`src/rtl/dds_wave_oscillator_if.sv`:
```
`default_nettype none
// ============================================================================
//  Module   : dds_wave_oscillator_if
//  Purpose  : Control and sample-stream bundle for the DDS wave oscillator.
//             Groups the control inputs (frequency, waveform, duty), the
//             downstream ready, and the output sample/valid/overrun signals.
//  Modports : master - control front end / sample consumer side
//             slave  - oscillator side
//  Signals  : freq_ctrl_i  [15:0]       requested frequency in Hz (0 = hold)
//             wave_sel_i   [1:0]        0=sine 1=square 2=triangle 3=saw
//             duty_i       [7:0]        square high-time threshold
//             ready_i                   downstream accepts a sample
//             data_o       [width_p-1:0] signed sample
//             valid_o                   data_o holds an unconsumed sample
//             overrun_o                 one-cycle pulse on a dropped sample
//  Revision : 1.0 - initial release
// ============================================================================
interface dds_wave_oscillator_if #(
  parameter int width_p = 12
);
  logic        [15:0]        freq_ctrl_i;
  logic        [1:0]         wave_sel_i;
  logic        [7:0]         duty_i;
  logic                      ready_i;
  logic signed [width_p-1:0] data_o;
  logic                      valid_o;
  logic                      overrun_o;

  modport master (
    output freq_ctrl_i,
    output wave_sel_i,
    output duty_i,
    output ready_i,
    input  data_o,
    input  valid_o,
    input  overrun_o
  );

  modport slave (
    input  freq_ctrl_i,
    input  wave_sel_i,
    input  duty_i,
    input  ready_i,
    output data_o,
    output valid_o,
    output overrun_o
  );
endinterface
`default_nettype wire

```
`src/rtl/dds_wave_oscillator.sv`:
```
`default_nettype none
// ============================================================================
//  Module   : dds_wave_oscillator
//  Purpose  : Single-channel direct-digital-synthesis oscillator. A phase
//             accumulator advances once per audio sample tick; each tick
//             produces one sine / square / triangle / sawtooth sample that is
//             offered downstream through a one-entry ready/valid register.
//             Samples that cannot be accepted are dropped and flagged.
//  Ports    : clk_i    - clock
//             reset_i  - asynchronous active-high reset
//             bus      - dds_wave_oscillator_if.slave (controls + sample out)
//  Revision : 1.0 - initial release
// ============================================================================
module dds_wave_oscillator #(
  parameter int width_p          = 12,
  parameter int clk_freq_p       = 12_000_000,
  parameter int sample_rate_p    = 48_000,
  parameter int phase_width_p    = 24,
  parameter int lut_addr_width_p = 8
) (
  input  wire logic             clk_i,
  input  wire logic             reset_i,
  dds_wave_oscillator_if.slave  bus
);

  // --------------------------------------------------------------------------
  // Derived constants
  // --------------------------------------------------------------------------
  localparam int c_div   = clk_freq_p / sample_rate_p;
  localparam int c_cnt_w = (c_div > 1) ? $clog2(c_div) : 1;

  // Phase increment per Hz, pre-scaled by 2**8 so the final >>8 keeps
  // fractional precision of the per-Hz step.
  localparam logic [63:0] c_scale =
    (64'd1 << (phase_width_p + 8)) / 64'(sample_rate_p);

  // Nyquist clamp for the requested frequency.
  localparam logic [16:0] c_f_max = 17'(sample_rate_p / 2);

  localparam int c_max   = 2 ** (width_p - 1) - 1;
  localparam int c_q_w   = lut_addr_width_p - 2;
  localparam int c_n     = 2 ** c_q_w;

  localparam logic signed [width_p-1:0] c_smax = width_p'(c_max);
  localparam logic signed [width_p-1:0] c_smin = {1'b1, {(width_p-1){1'b0}}};

  // Triangle arithmetic runs two bits wider so the fold never wraps.
  localparam logic signed [width_p+1:0] c_tri_half = (width_p+2)'(2 ** (width_p - 1));
  localparam logic signed [width_p+1:0] c_tri_max  = (width_p+2)'(c_max);
  localparam logic signed [width_p+1:0] c_tri_min  = -c_tri_half;

  // --------------------------------------------------------------------------
  // Quarter-wave ROM contents: entry k = round(MAX * sin(pi/2 * (k+0.5)/N)).
  // Evaluated at elaboration with a Q30 fixed-point Taylor series so no real
  // arithmetic reaches synthesis. Seven correction terms give an error far
  // below one output LSB over [0, pi/2].
  // --------------------------------------------------------------------------
  function automatic logic signed [width_p-1:0] sine_entry(input int k);
    longint x;
    longint x2;
    longint term;
    longint acc;
    longint v;
    // 3373259426 = round(pi * 2**30)
    x    = (64'sd3373259426 * longint'(2 * k + 1)) / longint'(4 * c_n);
    x2   = (x * x) >>> 30;
    term = x;
    acc  = x;
    for (int i = 1; i <= 7; i++) begin
      term = -(((term * x2) >>> 30) / longint'((2 * i) * (2 * i + 1)));
      acc  = acc + term;
    end
    v = (longint'(c_max) * acc + (64'sd1 <<< 29)) >>> 30;
    return width_p'(v);
  endfunction

  logic signed [width_p-1:0] w_rom [c_n];

  for (genvar k = 0; k < c_n; k++) begin : g_rom
    localparam logic signed [width_p-1:0] c_entry = sine_entry(k);
    assign w_rom[k] = c_entry;
  end

  // --------------------------------------------------------------------------
  // State
  // --------------------------------------------------------------------------
  logic        [c_cnt_w-1:0]       r_tick_cnt;
  logic        [phase_width_p-1:0] r_phase;
  logic        [15:0]              r_freq;
  logic        [1:0]               r_sel;
  logic        [7:0]               r_duty;
  logic signed [width_p-1:0]       r_data;
  logic                            r_valid;
  logic                            r_overrun;

  // --------------------------------------------------------------------------
  // Combinational
  // --------------------------------------------------------------------------
  logic                            w_tick;
  logic                            w_transfer;
  logic        [15:0]              w_freq;
  logic        [1:0]               w_sel;
  logic        [7:0]               w_duty;
  logic        [15:0]              w_freq_clamped;
  logic        [phase_width_p-1:0] w_inc;

  logic        [lut_addr_width_p-1:0] w_lut_addr;
  logic        [1:0]                  w_quad;
  logic        [c_q_w-1:0]            w_rom_idx;
  logic signed [width_p-1:0]          w_rom_val;
  logic        [width_p-1:0]          w_top;
  logic        [7:0]                  w_duty_phase;

  logic signed [width_p-1:0] w_sine;
  logic signed [width_p-1:0] w_square;
  logic signed [width_p-1:0] w_saw;
  logic signed [width_p-1:0] w_tri;
  logic signed [width_p+1:0] w_tri_dist;
  logic signed [width_p+1:0] w_tri_abs;
  logic signed [width_p+1:0] w_tri_full;
  logic signed [width_p-1:0] w_sample;

  assign w_tick     = (r_tick_cnt == c_cnt_w'(c_div - 1));
  assign w_transfer = r_valid & bus.ready_i;

  // Controls are only consumed on a tick. On that cycle the live inputs are
  // used directly, so the sample produced on the tick already reflects a new
  // waveform/duty; between ticks the latched copies are presented instead.
  assign w_freq = w_tick ? bus.freq_ctrl_i : r_freq;
  assign w_sel  = w_tick ? bus.wave_sel_i  : r_sel;
  assign w_duty = w_tick ? bus.duty_i      : r_duty;

  assign w_freq_clamped = ({1'b0, w_freq} > c_f_max) ? c_f_max[15:0] : w_freq;

  // Full 64-bit product: 16-bit frequency times the scale cannot overflow.
  assign w_inc = phase_width_p'((64'(w_freq_clamped) * c_scale) >> 8);

  // Sine: the top two LUT-address bits pick the quadrant. Odd quadrants read
  // the ROM backwards (N-1-k == ~k), the second half-wave negates.
  assign w_lut_addr = r_phase[phase_width_p-1 -: lut_addr_width_p];
  assign w_quad     = w_lut_addr[lut_addr_width_p-1 -: 2];
  assign w_rom_idx  = w_quad[0] ? ~w_lut_addr[c_q_w-1:0] : w_lut_addr[c_q_w-1:0];
  assign w_rom_val  = w_rom[w_rom_idx];
  assign w_sine     = w_quad[1] ? -w_rom_val : w_rom_val;

  // Square: high while the top phase byte is below the duty threshold.
  assign w_duty_phase = r_phase[phase_width_p-1 -: 8];
  assign w_square     = (w_duty_phase < w_duty) ? c_smax : c_smin;

  // Sawtooth: top phase bits offset by half scale, i.e. MSB inverted.
  assign w_top = r_phase[phase_width_p-1 -: width_p];
  assign w_saw = {~w_top[width_p-1], w_top[width_p-2:0]};

  // Triangle: MAX - 2*|top - half|. This peaks at half phase and reaches
  // MIN-1 at phase 0, which the saturation pulls back to MIN.
  always_comb begin
    w_tri_dist = $signed({2'b00, w_top}) - c_tri_half;
    w_tri_abs  = w_tri_dist[width_p+1] ? -w_tri_dist : w_tri_dist;
    w_tri_full = c_tri_max - (w_tri_abs <<< 1);
    w_tri      = (w_tri_full < c_tri_min) ? c_smin : w_tri_full[width_p-1:0];
  end

  always_comb begin
    w_sample = w_saw;
    case (w_sel)
      2'd0:    w_sample = w_sine;
      2'd1:    w_sample = w_square;
      2'd2:    w_sample = w_tri;
      default: w_sample = w_saw;
    endcase
  end

  // --------------------------------------------------------------------------
  // Tick divider, phase accumulator and control latch
  // --------------------------------------------------------------------------
  always_ff @(posedge clk_i or posedge reset_i) begin
    if (reset_i) begin
      r_tick_cnt <= '0;
      r_phase    <= '0;
      r_freq     <= '0;
      r_sel      <= '0;
      r_duty     <= '0;
    end else begin
      if (w_tick) begin
        r_tick_cnt <= '0;
        // Sample above was taken from the pre-update phase; wrap is silent.
        r_phase    <= r_phase + w_inc;
        r_freq     <= bus.freq_ctrl_i;
        r_sel      <= bus.wave_sel_i;
        r_duty     <= bus.duty_i;
      end else begin
        r_tick_cnt <= r_tick_cnt + c_cnt_w'(1);
      end
    end
  end

  // --------------------------------------------------------------------------
  // One-entry output register. A tick loads a new sample whenever the slot
  // is empty or is being drained this cycle (no bubble on back-to-back);
  // otherwise the held sample stays stable and the new one is dropped.
  // --------------------------------------------------------------------------
  always_ff @(posedge clk_i or posedge reset_i) begin
    if (reset_i) begin
      r_data    <= '0;
      r_valid   <= 1'b0;
      r_overrun <= 1'b0;
    end else begin
      r_overrun <= 1'b0;
      if (w_tick) begin
        if (!r_valid || bus.ready_i) begin
          r_data  <= w_sample;
          r_valid <= 1'b1;
        end else begin
          r_overrun <= 1'b1;
        end
      end else if (w_transfer) begin
        r_valid <= 1'b0;
      end
    end
  end

  assign bus.data_o    = r_data;
  assign bus.valid_o   = r_valid;
  assign bus.overrun_o = r_overrun;

endmodule
`default_nettype wire

```
`src/flat_wrapper.sv`:
```
// flat-port wrapper written by rule: the top's interface ports become plain ports
module dds_wave_oscillator_flat 
#(
  parameter int width_p          = 12,
  parameter int clk_freq_p       = 12_000_000,
  parameter int sample_rate_p    = 48_000,
  parameter int phase_width_p    = 24,
  parameter int lut_addr_width_p = 8
)
  (clk_i, reset_i, bus_freq_ctrl_i, bus_wave_sel_i, bus_duty_i, bus_ready_i, bus_data_o, bus_valid_o, bus_overrun_o);
  dds_wave_oscillator_if #(.width_p(width_p)) bus_i ();
  input  wire logic clk_i;
  input  wire logic reset_i;
  input wire logic [$bits(bus_i.freq_ctrl_i)-1:0] bus_freq_ctrl_i;
  input wire logic [$bits(bus_i.wave_sel_i)-1:0] bus_wave_sel_i;
  input wire logic [$bits(bus_i.duty_i)-1:0] bus_duty_i;
  input wire logic [$bits(bus_i.ready_i)-1:0] bus_ready_i;
  output wire logic [$bits(bus_i.data_o)-1:0] bus_data_o;
  output wire logic [$bits(bus_i.valid_o)-1:0] bus_valid_o;
  output wire logic [$bits(bus_i.overrun_o)-1:0] bus_overrun_o;
  assign bus_i.freq_ctrl_i = bus_freq_ctrl_i;
  assign bus_i.wave_sel_i = bus_wave_sel_i;
  assign bus_i.duty_i = bus_duty_i;
  assign bus_i.ready_i = bus_ready_i;
  assign bus_data_o = bus_i.data_o;
  assign bus_valid_o = bus_i.valid_o;
  assign bus_overrun_o = bus_i.overrun_o;
  dds_wave_oscillator #(.width_p(width_p), .clk_freq_p(clk_freq_p), .sample_rate_p(sample_rate_p), .phase_width_p(phase_width_p), .lut_addr_width_p(lut_addr_width_p)) u_core (.clk_i(clk_i), .reset_i(reset_i), .bus(bus_i));
endmodule
```
`config.mk`:
```
export PLATFORM = sky130hd
export DESIGN_NAME = dds_wave_oscillator_flat
export DESIGN_NICKNAME = d
export VERILOG_FILES = /design/src/rtl/dds_wave_oscillator_if.sv /design/src/rtl/dds_wave_oscillator.sv /design/src/flat_wrapper.sv
export SDC_FILE = /design/constraint.sdc
export NUM_CORES = 1
export LEC_CHECK = 0
export CAP_MARGIN = 15
export CORE_AREA = 2 2 145 147
export CTS_CLUSTER_DIAMETER = 50
export DETAILED_ROUTE_END_ITERATION = 10
export DIE_AREA = 0 0 147 149
export PLACE_DENSITY_LB_ADDON = 0.3
export SYNTH_ARGS = -nofsm -noshare
export SYNTH_HDL_FRONTEND = slang
export SYNTH_SLANG_ARGS = --single-unit
```
`constraint.sdc`:
```
create_clock -name clk_i -period 11.8 [get_ports clk_i]
set_input_delay 2.36 -clock clk_i [delete_from_list [all_inputs] [get_ports clk_i]]
set_output_delay 2.36 -clock clk_i [all_outputs]
set_load 0.05 [all_outputs]
```
# --- Yosys cells after proc, flatten, opt, wreduce, memory -nomap -nowiden ---
# Memory sizes are Yosys's and may differ from the RTL's.
# Cells that the tools add are included.
classes:
  addsub: 6
  n_mul: 1
  n_div: 0
  n_lt_le_gt_ge: 4
  eq_ne: 4
  shifts: 0
  muxes: 18
  n_bitwise: 4
  n_reduce_logical: 6
op_table:
  columns: ["cell", "count"]
  rows:
  - ["12-bit two-way mux", 5]
  - ["12-bit one-hot mux with 3 select lines", 1]
  - ["16-bit two-way mux", 2]
  - ["16-bit by 16-bit multiplier with 31-bit output, second input constant", 1]
  - ["24-bit adder", 1]
  - ["16-bit by 15-bit greater-than comparator with 1-bit output, second input constant", 1]
  - ["8-bit two-way mux", 2]
  - ["14-bit by 12-bit less-than comparator with 1-bit output, second input constant", 1]
  - ["12-bit by 14-bit subtractor with 14-bit output, first input constant", 1]
  - ["13-bit two-way mux", 1]
  - ["13-bit negation", 1]
  - ["12-bit by 12-bit subtractor with 13-bit output, second input constant", 1]
  - ["12-bit negation", 1]
  - ["8-bit by 1-bit adder with 8-bit output, second input constant", 1]
  - ["8-bit == test, second input constant", 1]
  - ["8-bit less-than comparator", 1]
  - ["7-bit >= comparator, second input constant", 1]
  - ["6-bit NOT with 7-bit output", 1]
  - ["6-bit two-way mux", 1]
  - ["6-bit NOT", 1]
  - ["1-bit two-way mux", 5]
  - ["2-bit AND reduction", 2]
  - ["2-bit by 1-bit == test with 1-bit output, second input constant", 1]
  - ["2-bit == test, second input constant", 1]
  - ["other kinds (8)", 8]
totals:
  regBits: 72
  latchBits: 0
  ram_bits: 0
  rom_bits: 768
  inputBits: 29
  output_inout_bits: 14
  word_cells: 52
  mem_count: 1
memory_table:
  columns: ["memory", "depth", "word_bits", "read_ports", "rd_clocked_by_memory_dff", "wr", "line", "rtl"]
  rows:
  - ["(name not given)", 64, 12, 1, 0, 0, "dds_wave_oscillator.sv:143", "assign w_rom_val = w_rom[w_rom_idx];"]

# --- Depth between registers and ports, before layout ---
# Gate-level depths: netlist of run 1.
depth:
  depth_word: 9
  depth_mapped: 42
  depth_no_buf: 39

# --- Worst setup path after synthesis of run 1 ---
# Ideal clock, no wire load.
synth_path:
  kind: "in2reg"
  startpoint: "input port bus_freq_ctrl_i[0]"
  endpoint: "register u_core.r_phase[23]"
  setup_ns: 0.081
  t_arrival_ns: 10.924
  required_time_ns: 11.719
  path_slack_ns: 0.795
  cell_stages: 34
  n_path_buf: 2
  cell_sequence: "nor4_1 a21oi_1 o32ai_2 nor2_1 or2_2 clkbuf_1 buf_1 a21oi_1 ha_1 fa_1 fa_1 fa_1 fa_1 inv_1 fa_1 inv_1 ha_1 a21o_1 a21o_1 a21o_1 a221o_1 inv_1 o21ai_0 or3_1 xor2_1 ha_1 nand3_1 o21ai_0 a21oi_1 a211o_1 a31o_2 or4b_1 nand4_1 xnor2_1"
synth_between:
  elab_chain_cells: 5
synth_lines:
  columns: ["item", "line", "rtl"]
  rows:
  - ["start: declaration", "flat_wrapper.sv:14", "input wire logic [$bits(bus_i.freq_ctrl_i)-1:0] bus_freq_ctrl_i;"]
  - ["16-bit two-way mux (*)", null, null]
  - ["16-bit by 15-bit greater-than comparator with 1-bit output", "dds_wave_oscillator.sv:133", "assign w_freq_clamped = ({1'b0, w_freq} > c_f_max) ? c_f_max[15:0] : w_freq;"]
  - ["16-bit two-way mux (*)", "dds_wave_oscillator.sv:133", null]
  - ["16-bit by 16-bit multiplier with 31-bit output (*)", "dds_wave_oscillator.sv:136", "assign w_inc = phase_width_p'((64'(w_freq_clamped) * c_scale) >> 8);"]
  - ["24-bit adder (*)", "dds_wave_oscillator.sv:187", "r_phase <= r_phase + w_inc;"]
  - ["end signal: assignment", "dds_wave_oscillator.sv:187", null]
  - ["end: declaration", "dds_wave_oscillator.sv:88", "logic [phase_width_p-1:0] r_phase;"]
# Mark *: on every way between the ends. The rest lies on a longest branch, timed or not.
# A chain may end at the register's enable or synchronous reset.

# --- Worst setup path after layout of run 1 ---
layout_path:
  startpoint: "input port bus_freq_ctrl_i[1]"
  endpoint: "register u_core.r_phase[23]"
# Same word-level chain as after synthesis.

==> flow_summary.json, run 1 <==
{
  "min_path_cells": 2,
  "synth_cell_type_count": 88,
  "ys_seq_elements": 72,
  "clock_latency_ps": 340,
  "synth_top_flop_cell": "dfrtp_1",
  "tritoncts": "built",
  "drt-initial-drc-count": 691,
  "diodes": 0,
  "synth.most_common_cell": "inv_1",
  "clock_path_buffers": 2,
  "area_growth_pct": 8.90,
  "top_layer": "met4",
  "cts_max_level": 3,
  "grt_remaining_overflow": 0,
  "maxCapViolations": 0,
  "yosysSeqAreaShare_pct": 16.3,
  "dp_slack_ps": 248,
  "start_util_pct": 53.8,
  "synth.avg_cell_area_um2": 8.52,
  "nFillCells": 1878,
  "cp.required_ps": 12060,
  "p_per_area_nw_per_um2": 63.1,
  "synth_area_leader_cell": "ha_1",
  "routed-wl-met2_um": 12300,
  "grt_max_degree": 73,
  "remaining_drc_errors": 0,
  "slew_viol_final": 0,
  "grt_pass1_wl_um": 44600,
  "fmax_mhz": 88.9,
  "wl_met3_um": 1430,
  "grt_pass1_vias": 8762,
  "fin_ws_ps": 549,
  "clk_pin_slew_ps": 60,
  "fin_crit_ps": 11250,
  "drt-pass1-iter-count": 5,
  "crit_arrival_ps": 11510,
  "postCtsSetupRepairBufs": 0,
  "synthArstFlopShare_pct": 100,
  "hold_viol_final": 0,
  "cp_common_cell": "fa_1",
  "layout_worst_path_cycle_share_pct": 95.3,
  "dieHeight_um": 149,
  "post_cts_resized": 0,
  "netlist_top_cells_count": "184 x inv_1, 171 x ha_1, 134 x nand2_1",
  "start_kind": "primary input",
  "fp.coreArea_um2": 20600,
  "vias": 9330,
  "place.gp.congestion": 0.945,
  "ant_nets": 0,
  "yosysWarnings": 0,
  "synth_top_area_share_pct": 19.4,
  "drive_above_1_share_pct": 4.65,
  "finalNetCount": 1608,
  "wl_met1_um": 12900,
  "wirelength_um": 27200,
  "root_buffer": "clkbuf_16",
  "worst-setup-path-type": "primary input to register",
  "hold_buffers": 0,
  "die_x_um": 147,
  "antenna_found_initial": 0,
  "leakagePower_nw": 5.90,
  "synthesis.area_um2": 11100,
  "routed_via_density": 5.80,
  "cts_inserted_buffers": 9,
  "syn_inst": 1297,
  "tightest_slew_ps": 1010,
  "setup_viol": 0,
  "io_buffers": 42,
  "r2r_cells": 34,
  "wl_per_cell_um": 16.9,
  "status": "finished clean",
  "end_kind": "register",
  "synth.area.top_cells": "ha_1 19%, dfrtp_1 16%, fa_1 14%, inv_1 6.2%, nand2_1 4.6%",
  "finalSetupTns_ps": 0,
  "grt_util_all_layers_pct": 25.4,
  "ir_drop_v": 0.0000636,
  "slew-limit-headroom_pct": 32.3,
  "die-area_um2": 21900,
  "rsz0062_at_grt": "no",
  "clock_sinks": 72,
  "skew_ps": 8.39,
  "crit_slowest_cell": "fa_1",
  "cpPeakStageDelay_ps": 560,
  "hold_path.class": "register to register",
  "path_max_fanout": 7,
  "synth-edff-count": 0,
  "dp_hpwl_um": 22000,
  "placementRows": 53,
  "io-pin-count": 43
}
where the power goes:
part / switching (W) / internal [W]
Combinational: 0.000129 / 0.000107
Sequential: 0.00000637 / 0.000247
Clock: 0.000122 / 0.000147
final cells by class:
class	count	area [um2]	area share, %
clock inverter	7	61.3	0.509
tap	275	344	2.86
inverter	189	709	5.89
timing repair buffer	60	556	4.61
clock buffer	9	225	1.87
sequential	72	1800	15.0
multi-input combinational	996	8340	69.3
layout by cell type (no fill, tap or decap), types with 5 or more instances in the layout:
cell / Yosys / final
inv_1: 184 / 183
ha_1: 171 / 171
nand2_1: 134 / 134
fa_1: 80 / 80
dfrtp_1: 72 / 72
nor2_1: 70 / 70
a21oi_1: 69 / 69
o21ai_0: 66 / 66
xnor2_1: 49 / 49
clkdlybuf4s50_1: 0 / 42
nand3_1: 28 / 28
mux2i_1: 24 / 24
a21o_1: 23 / 23
xor2_1: 23 / 23
nor3_1: 20 / 20
nand2b_1: 18 / 18
buf_4: 3 / 18
nor2b_1: 14 / 14
o211ai_1: 13 / 13
a31oi_1: 11 / 11
a211oi_1: 10 / 10
o31ai_1: 10 / 10
or3_1: 9 / 9
nand4_1: 9 / 9
o21bai_1: 9 / 9
clkbuf_16: 0 / 9
and3_1: 8 / 8
o22ai_1: 7 / 7
conb_1: 2 / 7
nor4_1: 6 / 6
and2_1: 5 / 5
worst paths after layout:
path | startpoint | endpoint | slack [ps]
max reg2reg | u_core.r_tick_cnt[1] | u_core.r_phase[23] | 2150
max | bus_freq_ctrl_i[1] | u_core.r_phase[23] | 550
max in group asynchronous | reset_i | u_core.r_phase[23] | 8570
min | u_core.bus.data_o[4] | u_core.bus.data_o[4] | 470
min reg2reg | u_core.bus.data_o[4] | u_core.bus.data_o[4] | 470
min in group asynchronous | reset_i | u_core.bus.overrun_o | 2640
layer usage:
metal	vias up	track usage, %
li1	4515	-
met4	0	5.91
met5	-	0
met2	287	40.9
met1	4486	36.9
met3	42	3.09
sequential cells by signal, indices dropped and copies added, names as in the netlist:
name                  flops
u_core.bus.data_o        12
u_core.bus.overrun_o      1
u_core.bus.valid_o        1
u_core.r_duty             8
u_core.r_freq            16
u_core.r_phase           24
u_core.r_sel              2
u_core.r_tick_cnt         8
kinds of logic after synthesis:
kind of cell | synth area share, %
adder cells (fa/ha/maj) | 33.8
multiplexers | 2.89
AND/OR/NAND/NOR | 15.3
other | 0.0679
buffers and inverters | 8.42
AO/OA/AOI/OAI | 16.9
XOR/XNOR | 6.25
flip-flops | 16.3
per-stage QoR:
step,util (%),instances,instance area (um2),power (W),hold slack (ps)
3_3_place_gp,57.2,1592,11800,0.000488,469
2_1_floorplan,-,1302,11100,0.000436,452
5_1_grt,58.6,1608,12000,0.000809,514
6_report,58.6,1608,12000,0.000759,473
3_5_place_dp,57.2,1592,11800,0.000492,466
4_1_cts,58.6,1608,12000,0.000764,480
critical path, delay by kind of cell:
| family | cells | cell delay, ps |
|---|---|---|
| fa+ha+maj | 8 | 3690 |
| simple gates | 8 | 2300 |
| compound gates | 11 | 2220 |
| buf+inv | 4 | 650 |
| xor+xnor | 2 | 270 |
Note: power is estimated with default switching activity, not from simulation.
==> run 2, diff against run 1 <==
--- a/config.mk
+++ b/config.mk
@@ -6,11 +6,14 @@
 export NUM_CORES = 1
 export LEC_CHECK = 0
 export CAP_MARGIN = 15
-export CORE_AREA = 2 2 145 147
+export CELL_PAD_IN_SITES_DETAIL_PLACEMENT = 0
+export CELL_PAD_IN_SITES_GLOBAL_PLACEMENT = 1
+export CORE_AREA = 2 2 154 156
 export CTS_CLUSTER_DIAMETER = 50
 export DETAILED_ROUTE_END_ITERATION = 10
-export DIE_AREA = 0 0 147 149
+export DIE_AREA = 0 0 156 158
 export PLACE_DENSITY_LB_ADDON = 0.3
+export SLEW_MARGIN = 0
 export SYNTH_ARGS = -nofsm -noshare
 export SYNTH_HDL_FRONTEND = slang
 export SYNTH_SLANG_ARGS = --single-unit
==> run 2 against run 1 <==
Register-to-register slack worse by 20 ps. Design area increased by 0.11%. Total power increased by 0.80%. Largest cell class unchanged.
==> flow_summary.json, run 2 (synthesis results as in run 1) <==
{
  "io_buffers": 42,
  "p_per_area_nw_per_um2": 63.5,
  "reg2reg_to": "u_core.r_phase[23]",
  "grt_pass1_vias": 8990,
  "finalSetupTns_ps": 0,
  "skew_ps": 16.2,
  "postCtsSetupRepairBufs": 0,
  "wirelength_um": 28100,
  "drt-initial-drc-count": 482,
  "cp-startpoint": "bus_freq_ctrl_i[1]",
  "slew_viol_final": 0,
  "antenna_found_initial": 0,
  "rsz0062_at_grt": "no",
  "dieHeight_um": 158,
  "cp_top_family": "adder cells",
  "fin_crit_ps": 11200,
  "hold_start": "u_core.r_duty[5]",
  "end_kind": "register",
  "tightest_slew_ps": 1220,
  "die_x_um": 156,
  "placementRows": 56,
  "cts_max_level": 3,
  "vias": 9075,
  "io-pin-count": 43,
  "drive_above_1_share_pct": 4.65,
  "root_buffer": "clkbuf_16",
  "crit_slowest_cell": "fa_1",
  "fp.coreArea_um2": 23100,
  "finalNetCount": 1607,
  "cp.buffers_inverters": 6,
  "grt_util_all_layers_pct": 23.8,
  "grt_max_degree": 73,
  "nFillCells": 2202,
  "wl_per_cell_um": 17.3,
  "min_path_cells": 2,
  "start_util_pct": 48.0,
  "clock_sinks": 72,
  "clock_path_buffers": 2,
  "cts_inserted_buffers": 9,
  "ant_nets": 0,
  "mostFrequentLayoutCells": "183 x inv_1, 171 x ha_1, 134 x nand2_1, 80 x fa_1, 72 x dfrtp_1",
  "grt_pass1_wl_um": 46200,
  "slew-limit-headroom_pct": 18.7,
  "top_register": "u_core.r_phase",
  "layout_worst_path_cycle_share_pct": 94.9,
  "cpPeakStageDelay_ps": 550,
  "fmax_mhz": 89.3,
  "ir_drop_v": 0.0000606,
  "remaining_drc_errors": 0,
  "r2r_cells": 36,
  "hold_path.class": "register to register",
  "maxCapViolations": 0,
  "worst-setup-path-type": "primary input to register",
  "r2r_slack_ps": 2130,
  "reg2reg_from": "u_core.r_tick_cnt[1]",
  "dp_hpwl_um": 22900,
  "diodes": 0,
  "hold_end": "u_core.r_duty[5]",
  "clk_pin_slew_ps": 60,
  "cp.required_ps": 12050,
  "path_max_fanout": 20,
  "grt_remaining_overflow": 0,
  "tritoncts": "built",
  "place.gp.congestion": 0.944,
  "dp_cells": 1606,
  "setup_viol": 0,
  "largest_reg_flops": 24,
  "die-area_um2": 24600,
  "routed_via_density": 5.59,
  "final_common_cell": "inv_1",
  "clock_latency_ps": 340,
  "leakagePower_nw": 5.89,
  "status": "finished clean",
  "hold_viol_final": 0,
  "area_growth_pct": 9.02,
  "final_cells": 1622,
  "crit_arrival_ps": 11450,
  "start_kind": "primary input",
  "drt-pass1-iter-count": 5
}
-- run 2: layout make-up --
type	instances	area [um2]	share of cell area, %
Clock buffer	9	225	1.87
Multi-Input combinational cell	996	8340	69.2
Inverter	189	709	5.89
Tap cell	290	363	3.01
Sequential cell	72	1800	15.0
Clock inverter	7	60.1	0.498
Timing Repair Buffer	59	548	4.55
-- run 2: worst max-delay path by stage --
stage / to / cells past startpoint
after floorplan: u_core.r_phase[23] / 34
after global placement: u_core.r_phase[23] / 35
after detailed placement: u_core.r_phase[23] / 33
after CTS: u_core.r_phase[23] / 33
after global routing: u_core.r_phase[23] / 33
final: u_core.r_phase[23] / 35
-- run 2: report_power, final --
part | internal, W | switching, W
clock network | 0.000146 | 0.000128
logic | 0.000106 | 0.000130
registers | 0.000247 | 0.00000678
total | 0.000500 | 0.000265
-- run 2: metrics by stage --
step           setup WS (ps)  util [%]  total power [W]  hold WS (ps)  area [um2]
3_3_place_gp             416      51.0         0.000493           465       11800
5_1_grt                 44.0      52.3         0.000820           526       12100
3_5_place_dp             241      51.0         0.000494           477       11800
6_report                 600      52.3         0.000766           484       12100
4_1_cts                  577      52.3         0.000773           493       12000
2_1_floorplan            795         -         0.000436           452       11100
-- run 2: metal layers --
layer  part of all wire (%)  global-route usage, %  wire [um]  up-vias
met5                      0                      0          0        -
met4                    2.5                   7.08        714        0
met3                    4.2                   3.34       1170       48
met2                     46                   39.2      12900      216
met1                     47                   32.5      13300     4309
li1                       -                      -          -     4502
-- run 2: tightest hold or removal path, stage by stage (launching register included) --
cell and delay, ps:
dfrtp_1 320, mux2i_1 80, inv_1 50
-- run 2: repair_timing --
action | CTS | global route
resized for setup | 0 | 1
setup endpoints to repair | 0 | 1
hold buffers | 0 | 0
